File: config.mk
export PLATFORM = sky130hd
export DESIGN_NAME = cache_controller
export DESIGN_NICKNAME = d
export VERILOG_FILES = /design/src/rtl/cache_pkg.sv /design/src/rtl/line_assembler.sv /design/src/rtl/cache_controller.sv
export SDC_FILE = /design/constraint.sdc
export NUM_CORES = 1
export LEC_CHECK = 0
export CORE_UTILIZATION = 30
export DETAILED_ROUTE_END_ITERATION = 12
export PLACE_DENSITY = 0.67
export SLEW_MARGIN = 20
export SYNTH_ARGS = -nofsm -noshare
export SYNTH_HDL_FRONTEND = slang
export SYNTH_HIERARCHICAL = 1
export SYNTH_SLANG_ARGS = --single-unit
export TNS_END_PERCENT = 1
File: constraint.sdc
create_clock -name clk -period 2.3 [get_ports clk]
set_input_delay 0.46 -clock clk [delete_from_list [all_inputs] [get_ports clk]]
set_output_delay 0.46 -clock clk [all_outputs]
set_load 0.05 [all_outputs]
File: src/rtl/cache_pkg.sv
// Shared definitions for the cache controller slice.
// Holds the address field widths, line geometry and the controller FSM state type.
package cache_pkg;

  localparam int unsigned ADDR_WIDTH     = 10;
  localparam int unsigned TAG_WIDTH      = 3;
  localparam int unsigned INDEX_WIDTH    = 5;
  localparam int unsigned OFFSET_WIDTH   = 2;
  localparam int unsigned DATA_WIDTH     = 32;
  localparam int unsigned WORDS_PER_LINE = 4;
  localparam int unsigned LINE_WIDTH     = DATA_WIDTH * WORDS_PER_LINE;

  typedef enum logic [1:0] {
    StIdle,
    StRefill,
    StFill,
    StWriteMem
  } state_e;

endpackage

File: src/rtl/line_assembler.sv
// Line assembler: collects the single-word beats of a line refill.
// Ports:
//   clk, reset  - clock and synchronous active-high reset
//   clear       - return the beat counter to word 0
//   load        - a beat is valid this cycle; store load_data at the current beat
//   load_data   - incoming memory word
//   beat        - word number of the beat currently being fetched
//   last        - load of the final word of the line this cycle
//   line        - assembled line, word k in bits [32k+31:32k]
module line_assembler
  import cache_pkg::*;
(
  input  logic                    clk,
  input  logic                    reset,
  input  logic                    clear,
  input  logic                    load,
  input  logic [DATA_WIDTH-1:0]   load_data,
  output logic [OFFSET_WIDTH-1:0] beat,
  output logic                    last,
  output logic [LINE_WIDTH-1:0]   line
);

  logic [OFFSET_WIDTH-1:0] beat_q;
  logic [DATA_WIDTH-1:0]   buffer_q [WORDS_PER_LINE];

  // The counter wraps 3->0 by itself on the last beat, so the next miss starts at word 0.
  always_ff @(posedge clk) begin
    if (reset) begin
      beat_q <= '0;
    end else if (clear) begin
      beat_q <= '0;
    end else if (load) begin
      beat_q <= beat_q + OFFSET_WIDTH'(1);
    end
  end

  // Buffer contents are don't-care after reset, so it carries no reset.
  always_ff @(posedge clk) begin
    if (load) begin
      buffer_q[beat_q] <= load_data;
    end
  end

  for (genvar k = 0; k < WORDS_PER_LINE; k++) begin : g_word
    assign line[k*DATA_WIDTH +: DATA_WIDTH] = buffer_q[k];
  end

  assign beat = beat_q;
  assign last = load && (beat_q == OFFSET_WIDTH'(WORDS_PER_LINE - 1));

endmodule

File: src/rtl/cache_controller.sv
// Cache controller in front of a direct-mapped data cache with 4-word lines.
// Splits the CPU word address into tag/index/offset, refills a line from 32-bit memory on a
// read miss (four beats, then a one-cycle refill pulse), and writes through to memory on every
// store without allocating. The CPU is stalled until each request completes.
// Ports:
//   clk, reset                    - clock and synchronous active-high reset
//   cpu_read/cpu_write/cpu_addr/  - CPU request, held stable while stall=1
//   cpu_write_data, stall
//   hit, tag, index, offset       - cache lookup
//   refill, update, line_data,    - cache line / word writes
//   write_data
//   mem_read, mem_write, mem_addr,- main memory handshake, one word per mem_ready
//   mem_write_data, mem_read_data,
//   mem_ready
module cache_controller
  import cache_pkg::*;
(
  input  logic                    clk,
  input  logic                    reset,
  input  logic                    cpu_read,
  input  logic                    cpu_write,
  input  logic [ADDR_WIDTH-1:0]   cpu_addr,
  input  logic [DATA_WIDTH-1:0]   cpu_write_data,
  output logic                    stall,
  input  logic                    hit,
  output logic [TAG_WIDTH-1:0]    tag,
  output logic [INDEX_WIDTH-1:0]  index,
  output logic [OFFSET_WIDTH-1:0] offset,
  output logic                    refill,
  output logic                    update,
  output logic [LINE_WIDTH-1:0]   line_data,
  output logic [DATA_WIDTH-1:0]   write_data,
  output logic                    mem_read,
  output logic                    mem_write,
  output logic [ADDR_WIDTH-1:0]   mem_addr,
  output logic [DATA_WIDTH-1:0]   mem_write_data,
  input  logic [DATA_WIDTH-1:0]   mem_read_data,
  input  logic                    mem_ready
);

  state_e                  state_q;
  logic [OFFSET_WIDTH-1:0] beat;
  logic                    last_beat;
  logic                    beat_load;

  assign tag    = cpu_addr[ADDR_WIDTH-1 -: TAG_WIDTH];
  assign index  = cpu_addr[OFFSET_WIDTH +: INDEX_WIDTH];
  assign offset = cpu_addr[OFFSET_WIDTH-1:0];

  assign write_data     = cpu_write_data;
  assign mem_write_data = cpu_write_data;

  assign beat_load = (state_q == StRefill) && mem_ready;

  line_assembler u_line_assembler (
    .clk       (clk),
    .reset     (reset),
    .clear     (state_q == StIdle),
    .load      (beat_load),
    .load_data (mem_read_data),
    .beat      (beat),
    .last      (last_beat),
    .line      (line_data)
  );

  // Stores take priority over loads when both are requested.
  always_ff @(posedge clk) begin
    if (reset) begin
      state_q <= StIdle;
    end else begin
      unique case (state_q)
        StIdle: begin
          if (cpu_write) begin
            state_q <= StWriteMem;
          end else if (cpu_read && !hit) begin
            state_q <= StRefill;
          end
        end
        StRefill: begin
          if (last_beat) begin
            state_q <= StFill;
          end
        end
        StFill: begin
          state_q <= StIdle;
        end
        StWriteMem: begin
          if (mem_ready) begin
            state_q <= StIdle;
          end
        end
        default: begin
          state_q <= StIdle;
        end
      endcase
    end
  end

  // Outputs are decoded from the state; the IDLE decisions also depend on the live request
  // so a hit completes in zero cycles and a write hit updates the cache on the first edge.
  always_comb begin
    stall     = 1'b0;
    update    = 1'b0;
    refill    = 1'b0;
    mem_read  = 1'b0;
    mem_write = 1'b0;
    mem_addr  = cpu_addr;
    unique case (state_q)
      StIdle: begin
        stall  = cpu_write || (cpu_read && !hit);
        update = cpu_write && hit;
      end
      StRefill: begin
        stall    = 1'b1;
        mem_read = 1'b1;
        mem_addr = {tag, index, beat};
      end
      StFill: begin
        stall  = 1'b1;
        refill = 1'b1;
      end
      StWriteMem: begin
        stall     = !mem_ready;
        mem_write = 1'b1;
      end
      default: begin
        stall = 1'b0;
      end
    endcase
  end

endmodule

==> run_results.csv <==
group,metric,value,unit
floorplanning,die_width,129.6,µm
clocking,clockRootBuffer,"clkbuf_16",
timing,finalCritPeriodShare,93.51,%
power,power.total,6.714,mW
min_path,worstHoldPathType,"reg2reg",
logic_synthesis,syn_avg_cell_area,19.29,µm²
timing,drv_slew,0,
clocking,path_clk_slew,0.05,ns
layout,nets,463,
clocking,numCtsBuffers,17,
logic_synthesis,synthAdderAreaFrac,2.307,%
timing,worst_pin_slew,0.5554,ns
logic_synthesis,synth_seq_area_share,80.39,%
power,power_density,950.6,nW/µm²
logic_synthesis,synth_fp_nets,342,
routing,firstDrtPassIters,4,
layout,finish.utilization,44.46,%
logic_synthesis,yosys-mux-area-fraction,1.179,%
timing,timing.slew.headroom,62.85,%
place,post-place-ws,0.1490,ns
routing,drc,0,
layout,antenna_cells,0,
worst_setup_path,reg2regPathDepth,7,
timing,fin_crit,2.151,ns
global_routing,grt_pass1_vias,2337,
floorplanning,coreArea,15890,µm²
routing,drt_iter0_drc,201,
floorplanning,fp.dieH,129.6,µm
worst_setup_path,critPathKind,"reg2out",
timing,worst_slack,0.1492,ns
worst_setup_path,cp_max_fo,6,
logic_synthesis,synthDistinctLibCells,21,
logic_synthesis,synth_compound_area_share,0.9228,%
logic_synthesis,yosysWarnings,6,
worst_setup_path,crit_required,1.84,ns
logic_synthesis,syn_area,4881,µm²
clocking,cts.sinks,132,
routing,postRouteAntennaNets,0,
power,power_leakage,2.434,nW
worst_setup_path,timing.rr.end,"state_q[1]$_SDFFE_PP0P_",
place,port-buffer-count,176,
worst_setup_path,timing.critical_path.from,"state_q[0]$_SDFFE_PP0P_",
logic_synthesis,synthSimpleGateAreaFrac,2.025,%
flow_run,drv_cap,0,
worst_setup_path,r2r_start,"state_q[1]$_SDFFE_PP0P_",
layout,drive_above_1_share,14.77,%
power,ir_drop,0.0003826,V
timing,whs,0.5865,ns
logic_synthesis,synthCells,253,
worst_setup_path,cp-start-kind,"register",
timing,hold_viol,0,
worst_setup_path,crit_path_end_kind,"output port",
floorplanning,io_pins,297,
timing,rsz0062_at_grt,"false",
timing,setup_viol,0,
clocking,post_cts_resized,0,
worst_setup_path,r2r_setup_slack,0.52,ns
global_routing,antenna_found_initial,0,
timing,clock.fmax,464.9,MHz
worst_setup_path,critPathCapture,"stall",
layout,fillers,1372,
layout,final_cells,602,
global_routing,grt_pass1_wl,15670,µm
routing,totalWireLength,11760,µm
clocking,cts_max_level,4,
layout,synthToLayoutAreaGrowth,44.71,%
routing,wire_per_inst,19.53,µm
global_routing,grt_overflow,0,
place,place_congestion,0.7506,
clocking,worstSkewPairLatency,0.39,ns
clocking,cts_buffer_depth,2,
place,dp_hpwl,9024,µm
layout,stdcell_area,7063,µm²
floorplanning,fp.dieArea,16780,µm²
floorplanning,row_count,46,
logic_synthesis,synth_top_family_by_area,"buffers and inverters",
routing,detail_route.vias_per_cell,4.063,
logic_synthesis,yosys_register_bits,132,
timing,setup_tns,0,ns
global_routing,grt_use_total,13.47,%
place,placed_cell_area,6469,µm²
floorplanning,start_util,30.73,%
clocking,post-cts-setup-buffers,0,
clocking,cts_hold_buf,0,
routing,num_vias,2446,
place,place_inst,571,
worst_setup_path,arrival,1.69,ns
global_routing,grt_max_degree,31,
clocking,cts_tree,"yes",
logic_synthesis,synth_xor_area_share,0.1794,%
timing,fin_worst_skew,0.005584,ns
status,status,"complete, no violations",
registers in the layout, indices dropped and copies added (netlist names):
signal and flops:
u_line_assembler/beat 2, u_line_assembler/buffer_q 128, state_q 2
routing by layer:
layer,global-route usage [%],up-vias,part of all wire [%]
met2,23.72,201,52
met3,6.730,29,13
met1,13.28,1133,33
met5,0,-,0
li1,-,1083,-
met4,6.088,0,1.8
final cells by class:
| type | count | area (µm²) | share of cell area (%) |
|---|---|---|---|
| Sequential cell | 132 | 3924 | 55.55 |
| Inverter | 5 | 18.77 | 0.2657 |
| Timing Repair Buffer | 184 | 1934 | 27.39 |
| Clock inverter | 14 | 161.4 | 2.285 |
| Multi-Input combinational cell | 34 | 329.1 | 4.659 |
| Clock buffer | 17 | 425.4 | 6.023 |
| Tap cell | 216 | 270.3 | 3.826 |
synthesized netlist by cell type:
cell type / instances / area [µm²]
o311ai_4: 1 / 26.28
nor3_2: 2 / 20.02
a31o_1: 1 / 8.760
and2_2: 4 / 30.03
xnor2_1: 1 / 8.760
mux2i_1: 2 / 20.02
inv_2: 1 / 3.750
nor2_1: 3 / 11.26
dfxtp_1: 4 / 80.08
mux2_2: 2 / 22.52
nor3_1: 1 / 5.000
a21oi_1: 2 / 10.01
nand2b_1: 2 / 12.51
mux2_4: 1 / 15.01
nor2b_1: 1 / 6.260
ha_1: 9 / 112.6
and3_2: 1 / 7.510
and2_1: 1 / 6.260
edfxtp_1: 128 / 3844
inv_1: 4 / 15.01
buf_4: 82 / 615.6
cell usage in the layout (no fill, tap or decap), drive strengths merged, types with 3 or more instances in the layout:
cell type / count
mux2: 3
clkinv: 7
clkdlybuf4s50: 167
clkbuf: 17
nor3: 3
dfxtp: 4
buf: 15
and2: 5
inv: 7
bufinv: 3
ha: 9
nor2: 3
edfxtp: 128
cells by family after synthesis:
family / after synthesis
AOI/OAI and AO/OA: 4
xor gates and xnor gates: 1
adders and majority gates: 9
buffers and inverters: 87
DFF: 132
muxes: 5
and+or+nand+nor: 15
critical path, stage by stage (launching register included):
cell and delay (ns):
dfxtp_1 0.34, inv_1 0.12, ha_2 0.28, inv_2 0.09, nor3_1 0.24, a21oi_2 0.07
buf_12 0.16
how the worst min path moves through the flow:
stage | cells past startpoint | end | from
final | 2 | state_q[0]$_SDFFE_PP0P_ | state_q[0]$_SDFFE_PP0P_
after global routing | 2 | state_q[0]$_SDFFE_PP0P_ | state_q[0]$_SDFFE_PP0P_
after CTS | 2 | state_q[0]$_SDFFE_PP0P_ | state_q[0]$_SDFFE_PP0P_
after detailed placement | 2 | state_q[0]$_SDFFE_PP0P_ | state_q[0]$_SDFFE_PP0P_
after global placement | 2 | state_q[0]$_SDFFE_PP0P_ | state_q[0]$_SDFFE_PP0P_
after floorplan | 2 | state_q[0]$_SDFFE_PP0P_ | state_q[0]$_SDFFE_PP0P_
power breakdown:
part | internal, mW | switching (mW)
sequential | 2.78 | 0.0472
combinational | 0.475 | 0.781
clock | 1.69 | 0.944
Note: power is estimated with default switching activity, not from simulation.
